### config.mk
export PLATFORM = sky130hd
export DESIGN_NAME = alu_share_arbiter_flat
export DESIGN_NICKNAME = d
export VERILOG_FILES = /design/src/rtl/alu_share_arbiter_pkg.sv /design/src/rtl/alu_share_arbiter_if.sv /design/src/rtl/alu_share_arbiter_rr_arbiter_2.sv /design/src/rtl/alu_share_arbiter.sv /design/src/flat_wrapper.sv
export SDC_FILE = /design/constraint.sdc
export NUM_CORES = 1
export LEC_CHECK = 0
export CAP_MARGIN = 10
export CORE_UTILIZATION = 37
export DETAILED_ROUTE_END_ITERATION = 7
export HOLD_SLACK_MARGIN = 0.12
export PLACE_DENSITY = 0.77
export SETUP_SLACK_MARGIN = 0.02
export SLEW_MARGIN = 20
export SYNTH_ARGS = -nofsm -noshare
export SYNTH_HDL_FRONTEND = slang
export SYNTH_HIERARCHICAL = 1
export SYNTH_SLANG_ARGS = --single-unit
### constraint.sdc
create_clock -name clk -period 2.6 [get_ports clk]
set_clock_uncertainty 0.15 [all_clocks]
set_input_delay 0.52 -clock clk [delete_from_list [all_inputs] [get_ports clk]]
set_output_delay 0.52 -clock clk [all_outputs]
set_load 0.03 [all_outputs]
### src/rtl/alu_share_arbiter_pkg.sv
// Shared definitions for the two-requester ALU sharing block: opcodes, FSM states, data width.
// Stateless; no latency and no flow control of its own.
`ifndef PROJECT_DATA_WIDTH
`define PROJECT_DATA_WIDTH 32
`endif

package alu_share_arbiter_pkg;

    localparam int DATA_WIDTH = `PROJECT_DATA_WIDTH;

    localparam logic [5:0] OP_ADD   = 6'h01;
    localparam logic [5:0] OP_SUB   = 6'h02;
    localparam logic [5:0] OP_MUL   = 6'h03;
    localparam logic [5:0] OP_SHR   = 6'h04;
    localparam logic [5:0] OP_SHL   = 6'h05;
    localparam logic [5:0] OP_AND   = 6'h06;
    localparam logic [5:0] OP_OR    = 6'h07;
    localparam logic [5:0] OP_NOR   = 6'h08;
    localparam logic [5:0] OP_SLT   = 6'h09;
    localparam logic [5:0] OPRN_MAX = OP_SLT;

    typedef enum logic [1:0] {
        IDLE = 2'd0,
        EXEC = 2'd1,
        RESP = 2'd2
    } state_t;

    // Six-bit compare also rejects anything with OPRN[5:4] set.
    function automatic logic oprn_ok(input logic [5:0] oprn);
        return (oprn >= OP_ADD) && (oprn <= OPRN_MAX);
    endfunction

endpackage

### src/rtl/alu_share_arbiter_if.sv
// One requester's request (valid/ready) and response (valid/ack) channels.
// master = requester side, slave = arbiter side.
interface alu_share_arbiter_if #(
    parameter int DW = alu_share_arbiter_pkg::DATA_WIDTH
);
    logic          req_valid;
    logic [DW-1:0] req_op1;
    logic [DW-1:0] req_op2;
    logic [5:0]    req_oprn;
    logic          req_ready;
    logic          rsp_valid;
    logic [DW-1:0] rsp_y;
    logic          rsp_zero;
    logic          rsp_err;
    logic          rsp_ack;

    modport master (
        output req_valid, req_op1, req_op2, req_oprn, rsp_ack,
        input  req_ready, rsp_valid, rsp_y, rsp_zero, rsp_err
    );

    modport slave (
        input  req_valid, req_op1, req_op2, req_oprn, rsp_ack,
        output req_ready, rsp_valid, rsp_y, rsp_zero, rsp_err
    );
endinterface

### src/rtl/alu_share_arbiter_rr_arbiter_2.sv
// Two-way round-robin grant with a last-served pointer; grant is combinational, pointer updates on grant.
// No backpressure: any grant issued while enabled is taken as a completed handshake.
module rr_arbiter_2 (
    input  logic       clk,
    input  logic       rst_n,
    input  logic       en,
    input  logic [1:0] valid,
    output logic [1:0] grant
);

    logic last;

    always_comb begin
        grant = 2'b00;
        if (en) begin
            case (valid)
                2'b01:   grant = 2'b01;
                2'b10:   grant = 2'b10;
                2'b11:   grant = last ? 2'b01 : 2'b10;
                default: grant = 2'b00;
            endcase
        end
    end

    // Reset to "requester 1 served last" so requester 0 wins the first tie.
    always_ff @(posedge clk or negedge rst_n) begin
        if (!rst_n) begin
            last <= 1'b1;
        end else if (|grant) begin
            last <= grant[1];
        end
    end

endmodule

### src/rtl/alu_share_arbiter.sv
// Shares one combinational ALU between two requesters: round-robin grant, registered operands, fixed settle time.
// Result valid EXEC_CYCLES edges after handshake (1 edge for a bad opcode); holds until ack, no grant until then.
module alu_share_arbiter #(
    parameter int DATA_WIDTH  = alu_share_arbiter_pkg::DATA_WIDTH,
    parameter int EXEC_CYCLES = 2
) (
    input  logic                  clk,
    input  logic                  rst_n,
    alu_share_arbiter_if.slave    req0,
    alu_share_arbiter_if.slave    req1,
    output logic [DATA_WIDTH-1:0] alu_a,
    output logic [DATA_WIDTH-1:0] alu_b,
    output logic [5:0]            alu_oprn,
    input  logic [DATA_WIDTH-1:0] alu_y,
    input  logic                  alu_zero
);

    import alu_share_arbiter_pkg::*;

    localparam logic [3:0] CNT_LOAD = 4'(EXEC_CYCLES - 1);

    state_t                state;
    logic                  owner;
    logic                  bad_op;
    logic [3:0]            cnt;
    logic [1:0]            valid;
    logic [1:0]            grant;
    logic [1:0]            ack;
    logic                  win;
    logic [DATA_WIDTH-1:0] sel_op1;
    logic [DATA_WIDTH-1:0] sel_op2;
    logic [5:0]            sel_oprn;

    logic [1:0]            rsp_valid;
    logic [1:0]            rsp_zero;
    logic [1:0]            rsp_err;
    logic [DATA_WIDTH-1:0] rsp_y [2];

    assign valid = {req1.req_valid, req0.req_valid};
    assign ack   = {req1.rsp_ack, req0.rsp_ack};

    rr_arbiter_2 u_arb (
        .clk   (clk),
        .rst_n (rst_n),
        .en    ((state == IDLE) && rst_n),
        .valid (valid),
        .grant (grant)
    );

    assign win      = grant[1];
    assign sel_op1  = win ? req1.req_op1  : req0.req_op1;
    assign sel_op2  = win ? req1.req_op2  : req0.req_op2;
    assign sel_oprn = win ? req1.req_oprn : req0.req_oprn;

    assign req0.req_ready = grant[0];
    assign req1.req_ready = grant[1];

    assign req0.rsp_valid = rsp_valid[0];
    assign req0.rsp_y     = rsp_y[0];
    assign req0.rsp_zero  = rsp_zero[0];
    assign req0.rsp_err   = rsp_err[0];
    assign req1.rsp_valid = rsp_valid[1];
    assign req1.rsp_y     = rsp_y[1];
    assign req1.rsp_zero  = rsp_zero[1];
    assign req1.rsp_err   = rsp_err[1];

    always_ff @(posedge clk or negedge rst_n) begin
        if (!rst_n) begin
            state     <= IDLE;
            owner     <= 1'b0;
            bad_op    <= 1'b0;
            cnt       <= 4'd0;
            alu_a     <= '0;
            alu_b     <= '0;
            alu_oprn  <= '0;
            rsp_valid <= 2'b00;
            rsp_zero  <= 2'b00;
            rsp_err   <= 2'b00;
            rsp_y[0]  <= '0;
            rsp_y[1]  <= '0;
        end else begin
            case (state)
                IDLE: begin
                    if (|grant) begin
                        owner  <= win;
                        cnt    <= CNT_LOAD;
                        bad_op <= !oprn_ok(sel_oprn);
                        state  <= EXEC;
                        if (oprn_ok(sel_oprn)) begin
                            alu_a    <= sel_op1;
                            alu_b    <= sel_op2;
                            alu_oprn <= sel_oprn;
                        end
                    end
                end
                EXEC: begin
                    // A rejected opcode spends a single cycle here, leaving the ALU inputs untouched.
                    if (bad_op) begin
                        rsp_valid[owner] <= 1'b1;
                        rsp_err[owner]   <= 1'b1;
                        rsp_zero[owner]  <= 1'b0;
                        rsp_y[owner]     <= '0;
                        state            <= RESP;
                    end else if (cnt == 4'd0) begin
                        rsp_valid[owner] <= 1'b1;
                        rsp_err[owner]   <= 1'b0;
                        rsp_zero[owner]  <= alu_zero;
                        rsp_y[owner]     <= alu_y;
                        state            <= RESP;
                    end else begin
                        cnt <= cnt - 4'd1;
                    end
                end
                RESP: begin
                    if (ack[owner]) begin
                        rsp_valid[owner] <= 1'b0;
                        rsp_err[owner]   <= 1'b0;
                        rsp_zero[owner]  <= 1'b0;
                        rsp_y[owner]     <= '0;
                        state            <= IDLE;
                    end
                end
                default: state <= IDLE;
            endcase
        end
    end

endmodule

### src/flat_wrapper.sv
// flat-port wrapper written by rule: the top's interface ports become plain ports
module alu_share_arbiter_flat import alu_share_arbiter_pkg::*;
#(
    parameter int DATA_WIDTH  = alu_share_arbiter_pkg::DATA_WIDTH,
    parameter int EXEC_CYCLES = 2
)
  (clk, rst_n, alu_a, alu_b, alu_oprn, alu_y, alu_zero, req0_req_valid, req0_req_op1, req0_req_op2, req0_req_oprn, req0_rsp_ack, req0_req_ready, req0_rsp_valid, req0_rsp_y, req0_rsp_zero, req0_rsp_err, req1_req_valid, req1_req_op1, req1_req_op2, req1_req_oprn, req1_rsp_ack, req1_req_ready, req1_rsp_valid, req1_rsp_y, req1_rsp_zero, req1_rsp_err);
  alu_share_arbiter_if #(.DW((32))) req0_i ();
  alu_share_arbiter_if #(.DW((32))) req1_i ();
  input  logic clk;
  input  logic rst_n;
  output logic [DATA_WIDTH-1:0] alu_a;
  output logic [DATA_WIDTH-1:0] alu_b;
  output logic [5:0] alu_oprn;
  input  logic [DATA_WIDTH-1:0] alu_y;
  input  logic alu_zero;
  input wire logic [$bits(req0_i.req_valid)-1:0] req0_req_valid;
  input wire logic [$bits(req0_i.req_op1)-1:0] req0_req_op1;
  input wire logic [$bits(req0_i.req_op2)-1:0] req0_req_op2;
  input wire logic [$bits(req0_i.req_oprn)-1:0] req0_req_oprn;
  input wire logic [$bits(req0_i.rsp_ack)-1:0] req0_rsp_ack;
  output wire logic [$bits(req0_i.req_ready)-1:0] req0_req_ready;
  output wire logic [$bits(req0_i.rsp_valid)-1:0] req0_rsp_valid;
  output wire logic [$bits(req0_i.rsp_y)-1:0] req0_rsp_y;
  output wire logic [$bits(req0_i.rsp_zero)-1:0] req0_rsp_zero;
  output wire logic [$bits(req0_i.rsp_err)-1:0] req0_rsp_err;
  input wire logic [$bits(req1_i.req_valid)-1:0] req1_req_valid;
  input wire logic [$bits(req1_i.req_op1)-1:0] req1_req_op1;
  input wire logic [$bits(req1_i.req_op2)-1:0] req1_req_op2;
  input wire logic [$bits(req1_i.req_oprn)-1:0] req1_req_oprn;
  input wire logic [$bits(req1_i.rsp_ack)-1:0] req1_rsp_ack;
  output wire logic [$bits(req1_i.req_ready)-1:0] req1_req_ready;
  output wire logic [$bits(req1_i.rsp_valid)-1:0] req1_rsp_valid;
  output wire logic [$bits(req1_i.rsp_y)-1:0] req1_rsp_y;
  output wire logic [$bits(req1_i.rsp_zero)-1:0] req1_rsp_zero;
  output wire logic [$bits(req1_i.rsp_err)-1:0] req1_rsp_err;
  assign req0_i.req_valid = req0_req_valid;
  assign req0_i.req_op1 = req0_req_op1;
  assign req0_i.req_op2 = req0_req_op2;
  assign req0_i.req_oprn = req0_req_oprn;
  assign req0_i.rsp_ack = req0_rsp_ack;
  assign req0_req_ready = req0_i.req_ready;
  assign req0_rsp_valid = req0_i.rsp_valid;
  assign req0_rsp_y = req0_i.rsp_y;
  assign req0_rsp_zero = req0_i.rsp_zero;
  assign req0_rsp_err = req0_i.rsp_err;
  assign req1_i.req_valid = req1_req_valid;
  assign req1_i.req_op1 = req1_req_op1;
  assign req1_i.req_op2 = req1_req_op2;
  assign req1_i.req_oprn = req1_req_oprn;
  assign req1_i.rsp_ack = req1_rsp_ack;
  assign req1_req_ready = req1_i.req_ready;
  assign req1_rsp_valid = req1_i.rsp_valid;
  assign req1_rsp_y = req1_i.rsp_y;
  assign req1_rsp_zero = req1_i.rsp_zero;
  assign req1_rsp_err = req1_i.rsp_err;
  alu_share_arbiter #(.DATA_WIDTH(DATA_WIDTH), .EXEC_CYCLES(EXEC_CYCLES)) u_core (.clk(clk), .rst_n(rst_n), .req0(req0_i), .req1(req1_i), .alu_a(alu_a), .alu_b(alu_b), .alu_oprn(alu_oprn), .alu_y(alu_y), .alu_zero(alu_zero));
endmodule
* Word level (Yosys, flattened, before mapping)
Cells that the tools add are included.
** Word-level totals
- Register bits after elaboration :: 149
- Input port bits :: 179
- Word-level logic and storage cells :: 93
- Output and inout port bits :: 142
** Cells by class
- Mux-type cells :: 39
- Reduce and logical (&&, ||, !) cells :: 15
- Eq/ne operators :: 10
- Order comparisons :: 6
- Add/sub/neg operators :: 1
- Bitwise operators :: 9
** Operators with widths (number)
- 64-bit 2-to-1 mux :: 3
- 64-bit one-hot mux with 2 select lines :: 1
- 32-bit 2-to-1 mux :: 3
- 64-bit bitwise AND :: 1
- 64-bit bitwise mux :: 1
- 64-bit inverter :: 1
- 32-bit demux with 1-bit select :: 1
- 2-bit 2-to-1 mux :: 15
- 4-bit 2-to-1 mux :: 3
- 2-bit one-hot mux with 2 select lines :: 3
- 2-bit one-hot mux with 3 select lines :: 2
- 3-bit AND reduction :: 3
- 4-bit one-hot mux with 2 select lines :: 1
- 2-bit bitwise AND :: 3
- 2-bit == test, second input constant :: 3
- 6-bit by 1-bit greater-or-equal comparator with 1-bit output, second input constant :: 1
- 6-bit by 4-bit less-or-equal comparator with 1-bit output, second input constant :: 1
- 6-bit 2-to-1 mux :: 1
- 2-bit != test, second input constant :: 3
- 2-bit by 1-bit == test with 1-bit output, second input constant :: 2
- 1-bit logical AND :: 4
- 4-bit zero test :: 1
- 2-bit OR :: 2
- 4-bit AND reduction :: 1
- 17 further kinds :: 20

* Depth between registers and ports, before layout
- Depth in word-level cells :: 9
- Gate-level depth with buffers :: 11
- Gate-level depth less buffers :: 8

* Cells and area by module
The synthesis kept the hierarchy.
** By module, submodules not included
- alu_share_arbiter :: cells each 548, area an instance 6528.8 µm², instances 1, sequential area each 3703.6 µm²
- rr_arbiter_2 :: cells each 8, area an instance 62.6 µm², instances 1, sequential area each 26.3 µm²

* Worst setup path before layout
OpenSTA, ideal clock, no wires.
- Path type :: reg-to-reg
- Start :: register u_core.state[0]
- End :: register u_core.alu_a[10]
- Setup slack :: -723 ps
- Setup time :: 127 ps
- Data arrival time :: 3046 ps
- Path buffers :: 3
- Stages on the path, launching flop included :: 12
- Period minus slack after synthesis :: 3323 ps
- Required time :: 2323 ps
- Cell sequence :: dfrtp_1 > nor2_1 > and2_1 > nand2_1 > a21oi_1 > buf_4 > mux2i_4 > a211oi_2 > a211oi_4 > buf_6 > buf_6 > mux2_1
** Between the ends
- Cells in the longest elaborated chain, start to end :: 7
- Elaborated cells on any way between the ends :: 10
- Those cells by class :: order compare (2); mux (3); reduce/logical (5)
** RTL lines
- start, declared :: RTL line alu_share_arbiter.sv:22 : state_t state;
- start signal, assigned :: RTL line alu_share_arbiter.sv:69 : state <= IDLE;
- start signal, assigned :: RTL line alu_share_arbiter.sv:88 : state <= EXEC;
- start signal, assigned :: RTL line alu_share_arbiter.sv:103 : state <= RESP;
- 2-bit zero test (*) :: RTL line alu_share_arbiter.sv:45 : .en ((state == IDLE) && rst_n),
- 1-bit logical AND (*) :: RTL line alu_share_arbiter.sv:45
- 2-bit 2-to-1 mux (*) :: RTL line alu_share_arbiter_rr_arbiter_2.sv:15 : if (en) begin
- named net req1_req_ready :: RTL line flat_wrapper.sv:32 : output wire logic [$bits(req1_i.req_ready)-1:0] req1_req_ready;
- 6-bit 2-to-1 mux :: RTL line alu_share_arbiter.sv:53 : assign sel_oprn = win ? req1.req_oprn : req0.req_oprn;
- 6-bit by 1-bit greater-or-equal comparator with 1-bit output / 6-bit by 4-bit less-or-equal comparator with 1-bit output (equally long branches) :: RTL line alu_share_arbiter_pkg.sv:30 : return (oprn >= OP_ADD) && (oprn <= OPRN_MAX);
- 1-bit logical AND :: RTL line alu_share_arbiter_pkg.sv:30
- 3-bit AND reduction (no line)
- end signal, assigned :: RTL line alu_share_arbiter.sv:90 : alu_a <= sel_op1;
- end, declared :: RTL line alu_share_arbiter.sv:11 : output logic [DATA_WIDTH-1:0] alu_a,
The timed path passes the listed nets; every way through them passes the cells marked *.
A chain may end at the register's enable or synchronous reset.

* Worst setup path in the final report
- Start :: register u_core.state[0]
- End :: register u_core.alu_b[0]
** Between the ends
- Cells in the longest elaborated chain, start to end :: 7
- Elaborated cells on any way between the ends :: 10
- Those cells by class :: order compare (2); mux (3); reduce/logical (5)
** RTL lines
- 2-bit zero test (*) :: RTL line alu_share_arbiter.sv:45, alu_share_arbiter.sv:82
- 1-bit logical AND :: RTL line alu_share_arbiter.sv:45
- 2-bit 2-to-1 mux :: RTL line alu_share_arbiter_rr_arbiter_2.sv:15
- 6-bit 2-to-1 mux :: RTL line alu_share_arbiter.sv:53
- 6-bit by 1-bit greater-or-equal comparator with 1-bit output / 6-bit by 4-bit less-or-equal comparator with 1-bit output (equally long branches) :: RTL line alu_share_arbiter_pkg.sv:30
- 1-bit logical AND :: RTL line alu_share_arbiter_pkg.sv:30
- 3-bit AND reduction (no line)
- end signal, assigned :: RTL line alu_share_arbiter.sv:91 : alu_b <= sel_op2;
- end, declared :: RTL line alu_share_arbiter.sv:12 : output logic [DATA_WIDTH-1:0] alu_b,
Every way passes the cells marked *; elsewhere a longest branch is shown, timed or not.

==> parameters.txt <==
Parameter                              Value

STA
  Minimum period implied by the final worst setup slack ... 2570 ps
  Final Hold Violating Endpoints ... 0
  RSZ-0062 raised after global routing ... true
  Post-route clock period utilization ... 98.7%
  Count of final max-slew check failures ... 0
  Worst-margin pin slew ... 831 ps
  Peak Freq ... 0.390 GHz
  Endpoints failing setup ... 0
  Headroom to the max-slew limit ... 44.6%

Clocking
  Clock root buffer ... sky130_fd_sc_hd__clkbuf_16
  Max clock buf depth ... 2
  Clk_lat worst skew ... 410 ps
  Post-CTS clock slew at the launch and capture registers of the worst setup and hold paths ... 60 ps
  Clock tree from TritonCTS ... yes
  H-Tree Depth ... 4
  Number of sinks handled by clock tree synthesis ... 149
  CTS Buf Count ... 17

Floorplan
  Die outline area ... 0.0184 mm^2
  I/O Pins ... 321
  Initial Util ... 38.0%
  Floorplan row count ... 48
  Area of the placeable core ... 0.0174 mm^2
  Floorplan die height ... 135 um
  Horizontal extent of the die ... 135 um

Yosys
  Prevailing post-synth register cell ... sky130_fd_sc_hd__dfrtp_1
  Distinct cells, synth ... 40
  Mean instance size in the synthesized netlist ... 11.9 um^2
  Synthesized instance count ... 556
  Top-area cell type share of the netlist area ... 56.2%
  Flip-flop and latch count after synthesis ... 149
  Ys Warns ... 6
  Cell Area, Synth ... 0.00659 mm^2
  Fraction of registers with async set or reset after synthesis ... 100%
  Share of the yosys chip area belonging to registers ... 56.6%
  Top area cells in the synthesized netlist ... sky130_fd_sc_hd__dfrtp_1, sky130_fd_sc_hd__mux2_2, sky130_fd_sc_hd__nand2_1, sky130_fd_sc_hd__o21ai_0, sky130_fd_sc_hd__clkbuf_1
  Number of enable-type register cells in the synthesized netlist ... 0
  Nets in the synthesized netlist ... 737
  Cell types with the highest counts after synthesis ... sky130_fd_sc_hd__dfrtp_1, sky130_fd_sc_hd__mux2_2, sky130_fd_sc_hd__nand2_1, sky130_fd_sc_hd__o21ai_0, sky130_fd_sc_hd__clkbuf_1
  Top cell type by total area after synthesis ... sky130_fd_sc_hd__dfrtp_1
  Leading cell type by number of instances after synthesis ... sky130_fd_sc_hd__dfrtp_1

Critical path
  Largest fanout of any net on the critical path ... 7
  Classification of the worst setup path ... reg -> reg
  WP data arrival ... 2710 ps
  Maximum single-stage delay on the critical path ... 400 ps
  Required time of the critical path ... 2740 ps
  Buf/Inv on CP ... 3
  Sort of element at the end of the critical path ... flip-flop
  List of cells traversed by the critical path ... nor2_4 -> and2_4 -> nand2_4 -> a21oi_4 -> buf_6 -> mux2i_4 -> a211oi_2 -> a211oi_4 -> buf_12 -> clkbuf_16 -> mux2_2
  Worst Setup Start Kind ... flip-flop
  Kind of cell with the highest combined delay on the critical path ... multiplexers
  Critical-path cell with the highest stage delay ... sky130_fd_sc_hd__dfrtp_1

Global route
  Leftover overflow at the end of global routing ... 0
  Global-route wire length before repair ... 29.2 mm
  Overall track demand over capacity in global routing ... 21.1%
  Number of antenna violations at the first check in global routing ... 0
  Pin count of the biggest net entering global routing ... 71
  Via count of the first global-routing pass ... 5521

Placement
  Global placer's final weighted congestion ... 0.796
  I/O Buffers ... 320
  HPWL after detailed placement ... 14.2 mm
  Placed cell count ... 1091

Final layout
  Fraction of layout cells with a size suffix above 1 ... 24.0%
  Number of antenna cells inserted ... 0
  Final std cells w/o fill ... 1133
  Layout Nets ... 1076
  Signed area change from the synthesized netlist to the final layout ... 66.5%
  Final core utilization ... 63.2%
  Fillcell total ... 1414

Drt
  Number of optimization iterations in the first detailed-route pass ... 4
  Routed Wire Length ... 19.5 mm
  Average routed wire per standard cell ... 17.2 um
  Antenna violation net count after detailed routing ... 0
  Total via count in the routed design ... 5418
  Vias per cell ... 4.78
  Post-route DRC ... 0
  DR iter-0 viols ... 216

Power
  Power density over cell area ... 1200 mW/mm^2
  Static leakage power ... 4.61 nW
  Peak supply drop ... 0.659 mV
  Post-route total power ... 13.2 mW

Run status
  Outcome ... completed

Flow run
  Max-cap violations ... 0

Hold path
  Worst min-delay path class ... reg -> reg
stage by stage:
stage	hold WS (ps)	setup WS, ps	TNS, ps	cell area [um^2]
floorplan	74.4	-179	-7430	6660
global placement	310	-364	-23320	10200
detailed placement	320	-444	-27590	10200
CTS	334	-17.3	-238	10900
global route	353	-82.7	-3930	11000
finish	330	32.8	0	11000
metal layers:
layer  vias to the layer above  GRT usage [%]  part of all wire (%)
li1                       2603              -                     -
met1                      2582           24.8                    40
met2                       196           36.4                    51
met3                        37           5.50                   6.8
met4                         0           8.43                   2.5
met5                         -              0                     0
flip-flops by register name (all words and copies together), names as in the netlist, named ones only:
signal and flops:
u_core/alu_a 32, u_core/alu_b 32, u_core/req0.rsp_y 32, u_core/req1.rsp_y 32
u_core/alu_oprn 6, u_core/cnt 4, u_core/rsp_zero 2, u_core/state 2
u_core/bad_op 1, u_core/owner 1, u_core/u_arb/last 1
placed cells by master (no fill, tap or decap), types with 2 or more instances in the layout:
master	n
sky130_fd_sc_hd__buf_12	3
sky130_fd_sc_hd__inv_1	4
sky130_fd_sc_hd__inv_6	4
sky130_fd_sc_hd__a22o_1	2
sky130_fd_sc_hd__xor2_1	2
sky130_fd_sc_hd__a21oi_2	2
sky130_fd_sc_hd__clkinv_2	3
sky130_fd_sc_hd__nand3_1	3
sky130_fd_sc_hd__dfrtp_1	147
sky130_fd_sc_hd__buf_4	25
sky130_fd_sc_hd__nand3b_1	2
sky130_fd_sc_hd__mux2i_1	2
sky130_fd_sc_hd__nor2b_1	4
sky130_fd_sc_hd__a221o_2	2
sky130_fd_sc_hd__bufinv_16	2
sky130_fd_sc_hd__clkdlybuf4s50_1	317
sky130_fd_sc_hd__mux2_2	125
sky130_fd_sc_hd__nor3_1	3
sky130_fd_sc_hd__nand2_1	108
sky130_fd_sc_hd__nor2_1	6
sky130_fd_sc_hd__nand2b_1	2
sky130_fd_sc_hd__clkbuf_16	19
sky130_fd_sc_hd__ha_1	2
sky130_fd_sc_hd__o21ai_0	74
sky130_fd_sc_hd__buf_16	3
sky130_fd_sc_hd__mux2_4	8
sky130_fd_sc_hd__clkinv_4	2
sky130_fd_sc_hd__buf_6	3
sky130_fd_sc_hd__clkbuf_8	2
report_power, final:
part / internal (mW) / switching (mW)
logic: 3.00 / 3.76
registers: 3.41 / 0.589
clock network: 1.46 / 0.988
total: 7.87 / 5.34
logic make-up (layout without fill, tap and decap cells):
family	Yosys count	count (layout)	share of synthesized area, %
AO/OA/AOI/OAI	89	89	7.75
AND/OR/NAND/NOR	139	139	8.81
flip-flops	149	149	56.6
XOR/XNOR	2	2	0.266
multiplexers	136	136	23.4
adder cells (fa/ha/maj)	2	2	0.380
buffers and inverters	39	391	2.85
what timing repair did:
| item | 4_1_cts | 5_1_grt |
|---|---|---|
| setup buffers | 2 | 2 |
| pin swaps | 1 | 1 |
| hold buffers | 1 | 0 |
| endpoints found under the hold margin | 23 | 0 |
| cloned | 2 | 3 |
| endpoints found under the setup margin | 66 | 67 |
| gates resized for setup | 7 | 4 |
layout make-up:
| class | count | area [um^2] | area share (%) |
|---|---|---|---|
| repair buffers | 355 | 3610 | 32.9 |
| clock inverters | 13 | 146 | 1.33 |
| clock buffers | 19 | 443 | 4.04 |
| multi-input cells | 368 | 2750 | 25.0 |
| flip-flops and latches | 149 | 3730 | 34.0 |
| well taps | 225 | 282 | 2.57 |
| inverters | 4 | 15.0 | 0.137 |
worst register-to-register path, cell delays in order, from the launching register on:
cell and delay (ps):
sky130_fd_sc_hd__dfrtp_1 400, sky130_fd_sc_hd__nor2_4 110, sky130_fd_sc_hd__and2_4 160, sky130_fd_sc_hd__nand2_4 60, sky130_fd_sc_hd__a21oi_4 160, sky130_fd_sc_hd__buf_6 150, sky130_fd_sc_hd__mux2i_4 240, sky130_fd_sc_hd__a211oi_2 80
sky130_fd_sc_hd__a211oi_4 240, sky130_fd_sc_hd__buf_12 190, sky130_fd_sc_hd__clkbuf_16 180, sky130_fd_sc_hd__mux2_2 340
worst paths after layout:
kind / depth (start not counted) / to / slack, ps / start
setup / recovery: 11 / u_core/alu_b[0]$_DFFE_PN0P_ / 30 / u_core/state[0]$_DFFE_PN0P_
hold / removal: 2 / u_core/req1.rsp_y[10]$_DFFE_PN0P_ / 330 / u_core/req1.rsp_y[10]$_DFFE_PN0P_
setup reg to reg: 11 / u_core/alu_b[0]$_DFFE_PN0P_ / 30 / u_core/state[0]$_DFFE_PN0P_
hold reg to reg: 2 / u_core/req1.rsp_y[10]$_DFFE_PN0P_ / 330 / u_core/req1.rsp_y[10]$_DFFE_PN0P_
max in group asynchronous: 4 / u_core/state[1]$_DFFE_PN0P_ / 600 / rst_n
min in group asynchronous: 3 / u_core/req1.rsp_y[8]$_DFFE_PN0P_ / 550 / rst_n
(Power assumes the default switching activity.)
